===== config.mk =====
export PLATFORM = sky130hd
export DESIGN_NAME = if_id_stage_skid
export DESIGN_NICKNAME = d
export VERILOG_FILES = /design/src/rtl/if_id_stage_skid.sv
export SDC_FILE = /design/constraint.sdc
export NUM_CORES = 1
export LEC_CHECK = 0
export CAP_MARGIN = 5
export CORE_UTILIZATION = 55
export CTS_CLUSTER_SIZE = 25
export DETAILED_ROUTE_END_ITERATION = 6
export MAX_ROUTING_LAYER = met4
export PLACE_DENSITY = 0.95
export SLEW_MARGIN = 20
export SYNTH_ARGS = -nofsm -noshare
export SYNTH_HDL_FRONTEND = slang
export SYNTH_SLANG_ARGS = --single-unit

===== constraint.sdc =====
create_clock -name clk -period 3.7 [get_ports clk]
set_clock_uncertainty 0.1 [all_clocks]
set_input_delay 0.74 -clock clk [delete_from_list [all_inputs] [get_ports clk]]
set_output_delay 0.74 -clock clk [all_outputs]
set_load 0.01 [all_outputs]

===== src/rtl/if_id_stage_skid.sv =====
// IF/ID stage with valid/ready on both sides, a 2-entry skid buffer,
// synchronous flush and a registered PC+4 sideband.
//
// Ports:
//   clk, rst (sync, active-low)  clock and reset
//   flush                        drop every held beat
//   in_valid/in_ready            fetch-side handshake
//   in_pc, in_instr              fetched beat
//   out_valid/out_ready          decode-side handshake
//   out_pc, out_pc_plus4         held beat PC and PC+4
//   out_instr                    held instruction, NOP when empty
module if_id_stage_skid #(
  parameter int unsigned XLEN = 32,
  parameter int unsigned ILEN = 32,
  parameter logic [ILEN-1:0] NOP_INSTR = 32'h0000_0013
) (
  input  logic            clk,
  input  logic            rst,
  input  logic            flush,
  input  logic            in_valid,
  output logic            in_ready,
  input  logic [XLEN-1:0] in_pc,
  input  logic [ILEN-1:0] in_instr,
  output logic            out_valid,
  input  logic            out_ready,
  output logic [XLEN-1:0] out_pc,
  output logic [XLEN-1:0] out_pc_plus4,
  output logic [ILEN-1:0] out_instr
);

  logic            main_valid;
  logic [XLEN-1:0] main_pc;
  logic [XLEN-1:0] main_pc4;
  logic [ILEN-1:0] main_instr;

  logic            skid_valid;
  logic [XLEN-1:0] skid_pc;
  logic [XLEN-1:0] skid_pc4;
  logic [ILEN-1:0] skid_instr;

  logic            in_fire;
  logic            out_fire;
  logic            take;
  logic            mv_skid;
  logic            ld_in;
  logic            drain;
  logic            park;
  logic [XLEN-1:0] in_pc4;

  assign in_ready  = !skid_valid;
  assign in_fire   = in_valid & in_ready;
  assign out_fire  = main_valid & out_ready;
  assign in_pc4    = in_pc + XLEN'(4);

  // main is free to take a new beat when empty or being consumed
  assign take    = out_fire | !main_valid;
  assign mv_skid = take & skid_valid;
  assign ld_in   = take & !skid_valid & in_fire;
  assign drain   = take & !skid_valid & !in_fire;
  assign park    = !take & in_fire;

  always_ff @(posedge clk) begin
    if (!rst) begin
      main_valid <= 1'b0;
      main_pc    <= '0;
      main_pc4   <= '0;
      main_instr <= NOP_INSTR;
      skid_valid <= 1'b0;
      skid_pc    <= '0;
      skid_pc4   <= '0;
      skid_instr <= NOP_INSTR;
    end else if (flush) begin
      main_valid <= 1'b0;
      skid_valid <= 1'b0;
    end else begin
      unique case (1'b1)
        mv_skid: begin
          main_valid <= 1'b1;
          main_pc    <= skid_pc;
          main_pc4   <= skid_pc4;
          main_instr <= skid_instr;
          skid_valid <= 1'b0;
        end
        ld_in: begin
          main_valid <= 1'b1;
          main_pc    <= in_pc;
          main_pc4   <= in_pc4;
          main_instr <= in_instr;
        end
        drain: begin
          main_valid <= 1'b0;
        end
        park: begin
          skid_valid <= 1'b1;
          skid_pc    <= in_pc;
          skid_pc4   <= in_pc4;
          skid_instr <= in_instr;
        end
        default: ;
      endcase
    end
  end

  assign out_valid    = main_valid;
  assign out_pc       = main_pc;
  assign out_pc_plus4 = main_pc4;
  assign out_instr    = main_valid ? main_instr : NOP_INSTR;

endmodule


# [Word-level counts from Yosys, hierarchy flattened]
# Index checks and enable logic that the tools add are counted.
[word_totals] reg_bits=194 inputBits=69 out_inout_bits=98 wordCells=36
[classes] n_addsub=1 n_mux=6 n_bitwise=10 n_reduce_logical=11
[ops] operator="$pmux 32 s2" count=3
[ops] operator="$add 32x3->32 const B" count=1
[ops] operator="$mux 32" count=1
[ops] operator="$and 1x1->1" count=7
[ops] operator="$reduce_bool 2->1" count=3
[ops] operator="$logic_not 1->1" count=4
[ops] operator="$pmux 1 s2" count=2
[ops] operator="$reduce_and 2->1" count=2
[ops] operator="$reduce_or 2->1" count=2
[ops] operator="$not 1->1" count=2
[ops] operator="$or 1x1->1" count=1

# [Longest topological paths before layout]
[depth] depth_word=6 ltp_mapped=7 depth_no_buf=6

# [Worst setup path before layout]
# Ideal clock, no wire load.
[synth_path] path_kind="in2reg" from="in in_pc[21]" to="reg main_pc4[28], in the netlist out_pc_plus4[28]" setup_time_ns=0.120 t_arrival_ns=2.333 required_ns=3.480 setup_slack_ns=1.147 path_stages=7 n_path_buf=2 cell_sequence="buf_6 -> nand3_2 -> or4_4 -> buf_6 -> or3_4 -> mux2i_1 -> a211o_1"
[synth_between] elab_chain_cells=2
[synth_rtl] item="from (decl)" line="22" text="input logic [XLEN-1:0] in_pc,"
[synth_rtl] item="$add 32x3->32" line="53" text="assign in_pc4 = in_pc + XLEN'(4);"
[synth_rtl] item="$pmux 32 s2" line="76" text="unique case (1'b1)"
[synth_rtl] item="to (signal assigned)" line="80" text="main_pc4 <= skid_pc4;"
[synth_rtl] item="to (signal assigned)" line="87" text="main_pc4 <= in_pc4;"
[synth_rtl] item="to (decl)" line="33" text="logic [XLEN-1:0] main_pc4;"
# Every way passes these cells.
# A chain may end at the register's enable or synchronous reset.

# [Worst setup path after layout]
[layout_path] from="reg main_valid, in the netlist out_valid" to="out out_instr[14]"
[layout_between] elab_chain_cells=1
[layout_rtl] item="from (decl)" line="31" text="logic main_valid;"
[layout_rtl] item="from (signal assigned)" line="64" text="main_valid <= 1'b0;"
[layout_rtl] item="from (signal assigned)" line="73" text="main_valid <= 1'b0;"
[layout_rtl] item="from (signal assigned)" line="78" text="main_valid <= 1'b1;"
[layout_rtl] item="$mux 32" line="107" text="assign out_instr = main_valid ? main_instr : NOP_INSTR;"
[layout_rtl] item="to (decl)" line="28" text="output logic [ILEN-1:0] out_instr"
# Every way passes these cells.

==> results by stage <==
Status:
- The run finished with clean final reports.

Logic synthesis:
- The post-synthesis instance area is 8070 sq um.
- The count of warnings emitted by yosys is 0.
- For this run, asynchronously set or reset flops after synthesis account for 0%.
- The number of different library cells used by synthesis comes to 47.
- The top cell type by area accounts for 47.1% of the synthesized area.
- Synthesis inferred 190 register bits.
- For this run, the leading register cell type out of synthesis is dfxtp_1.
- The post-synthesis mux area share is 0.124%.
- Summing the areas of all and, or, nand and nor instances in the mapped netlist gives 21.3% of the synthesized area.
- The synthesized area per cell is 8.17 sq um.
- Summing the areas of all xor and xnor instances in the mapped netlist gives 2.71% of the synthesized area.
- The arithmetic-cell share of the synthesized area counting full adders, half adders and majority gates is 0.155%.
- By area the synthesized netlist is led by dfxtp_1, nand2_1, a21oi_1, o221ai_1, clkbuf_1.
- Counting flops with a built-in enable in the synthesized netlist gives 0.
- The number of nets produced by synthesis is 1058.
- The main combinational cell family by area after synthesis is compound AO/OA/AOI/OAI gates.
- For this run, the register share of the synthesized area comes to 47.1%.
- Counting every instance in the synthesized netlist gives 988.
- The fraction of the mapped netlist area in compound gates is 23.1%.
- The synthesized design spends more area on one cell type than any other, namely dfxtp_1.

Final layout:
- Relative to the synthesized area, the layout overhead comes to 27.8%.
- At the end of the flow, the number of nets in the layout was 1164.
- The sequential cells in the finished layout cover a total of 3800 sq um.
- The finished layout cell area is 10300 sq um.
- The layout filler cell count is 1013.
- The library cells used most frequently in the layout, excluding fill and tap cells, are nand2_1, dfxtp_1, clkdlybuf4s50_1.
- The antenna diode count is 0.
- In the final layout, the multi-input gates occupy 3850 sq um.
- The library cell used most frequently in the layout, excluding fill and tap cells, is nand2_1.
- Of the cells placed in the final design, the portion with a size suffix greater than 1 is 5.96%.

Clocking:
- The clock tree from TritonCTS is done.
- Post-CTS repair changed the size of 0 cells.
- The CTS buffer count is 17.
- Buffers added to address setup during post-CTS repair amount to 0.
- The hold buffer count at CTS is 0.
- The clock sink total is 190.
- In this run the number of H-tree levels came out at 4.
- For the worst-skew pair, the clock arrives at the later sink with an insertion delay of 0.43 ns.
- The master cell of the clock root buffer is clkbuf_16.
- The maximum buffer depth of the clock tree is 2.
- The clock transition time at the flip-flop clock pins of the worst setup and hold paths is 0.07 ns.

Global routing:
- The via count of the first global-routing pass came to 7327.
- Across every metal layer, demand over resource in global routing totals 32.0%.
- The initial antenna violation count came to 0.
- Entering global routing, the biggest net connects 146 pins.
- The final global-route overflow total is 0.
- The wire length of the first global-routing pass is 36500 um.

Pwr:
- In this run the static leakage power is 3.43 nW.
- Power spread over the standard cell area amounts to 431 nW/um^2.
- The worst-case IR drop observed on VDD is 0.000357 V.

Placed design:
- The final weighted congestion in routability-driven placement is 0.909.
- The cell area after placement is 9720 sq um.
- During placement, the flow inserted port buffers numbering 166.
- Once detailed placement completed, the half-perimeter wirelength came to 14700 um.

Critical path:
- The worst setup path is of the reg2out kind.
- In this run the worst path has a maximum fanout of 26.
- The worst setup path is launched from a flop.
- On the worst path, the slowest cell contributes a delay of 0.54 ns.
- For this design, the slowest cell found on the critical path is dfxtp_1.
- STA puts the critical path data arrival time at 2.05 ns.
- The endpoint type of the worst setup path is an output port.
- The worst path required time is 2.86 ns.
- The critical path goes through buf_4, and2_1, clkdlybuf4s50_1.

Die:
- The core footprint is 14100 sq um.
- The floorplan die height is 123 um.
- The count of boundary I/O pins is 167.
- The die covers 15200 sq um.
- The site row count is 43.
- In this run the horizontal extent of the chip is 123 um.
- For this configuration, the core starts out at a cell density of 57.3%.

STA:
- The count of final max-slew check failures came to 0.
- The number of failing setup endpoints in the final timing report is 0.
- After layout, the minimum clock period comes to 2.89 ns.
- The count of final hold-check violations is 0.
- For the pin with the worst max-slew slack, the measured transition is 0.826 ns.
- The headroom to the max-slew limit is 44.7%.
- The sum of negative setup slack is 0 ns.
- The worst hold slack is 0.346 ns.
- Setup repair after global routing left no endpoint under its margin.
- The maximum clock frequency is 346 MHz.
- The share of the clock period used by the worst path after layout is 78.2%.

Routing:
- After detailed routing, the average wire length per cell comes to 18.1 um.
- The routed via count divided by cell count is 6.20.
- The first-iteration detailed-routing DRC count is 768.
- The detail route stage leaves a number of antenna-violating nets equal to 0.
- For this run, the detailed router's first-pass iteration total came to 6.
- In the routed design, unresolved DRC markers number 0.
- After detailed routing, the total wire length is 23200 um.
- The detailed router placed 7979 vias in this run.

Run:
- The tool flagged a number of max-cap violations equal to 0.

Hold path:
- The path class of the tightest hold or removal check is reg2reg.
## area by class of cell
cell class / count / share of cell area [%]
Multi-Input combinational cell: 698 / 37.3
Sequential cell: 190 / 36.9
Timing Repair Buffer: 182 / 17.6
Clock buffer: 23 / 4.73
Tap cell: 180 / 2.18
Clock inverter: 9 / 1.04
Inverter: 5 / 0.206
## metrics by stage
stage	total power (W)	setup WS, ns	util [%]	std cells
CTS	0.00445	0.803	73.2	1287
global route	0.00459	0.729	73.2	1287
finish	0.00445	0.808	73.2	1287
global placement	0.00264	0.589	69.0	1255
floorplan	0.00241	1.15	-	988
detailed placement	0.00265	0.550	69.0	1255
## worst paths after layout
check             depth (start not counted)  slack [ns]                           to                   startpoint
setup / recovery                          3        0.81                out_instr[14]       out_valid$_SDFFE_PP0P_
hold / removal                            2        0.35  main_instr[13]$_SDFFE_PN0P_  main_instr[13]$_SDFFE_PN0P_
setup reg to reg                          5        1.10       out_pc[9]$_SDFFE_PN0P_       out_valid$_SDFFE_PP0P_
hold reg to reg                           2        0.35  main_instr[13]$_SDFFE_PN0P_  main_instr[13]$_SDFFE_PN0P_
## synthesized netlist by cell type, types with 10 or more instances
cell and instances:
clkbuf_1 79, o21ai_0 33, nor2_1 32, o221ai_1 70, dfxtp_1 190, xnor2_1 21
o211ai_1 11, and2_1 29, a21oi_1 163, nor3_1 13, nand2_1 223, nand3_1 19
or3_1 10
## registers in the layout, indices dropped and copies added, names as in the netlist
name and count:
main_instr 32, out_pc 32, out_pc_plus4 30, out_valid 1, skid_instr 32, skid_pc 32, skid_pc4 30, skid_valid 1
## critical path, delay by kind of cell, from the launching register on
family                 cells  cell delay, ns
and+or+nand+nor            1            0.21
buffers and inverters      2            0.86
DFF                        1            0.54
## logic make-up (layout without fill, tap and decap cells)
kind of cell,count (synthesis),after routing
buffers and inverters,100,219
flip-flops,190,190
AO/OA/AOI/OAI,301,301
AND/OR/NAND/NOR,370,370
adder cells (fa/ha/maj),1,1
multiplexers,1,1
XOR/XNOR,25,25
## report_power, final
part	switching (W)	internal (W)	total (W)
Clock	0.000760	0.00107	0.00183
Combinational	0.000281	0.000206	0.000487
Sequential	0.0000341	0.00210	0.00214
Total	0.00107	0.00338	0.00445
## routing by layer
layer,global-route usage [%],share of wire (%),vias up
li1,-,-,3691
met1,39.9,40,3762
met2,49.6,47,470
met3,7.70,10,56
met4,13.3,2.7,0
met5,-,0,-
No activity file was read; power rests on OpenSTA's default activity.
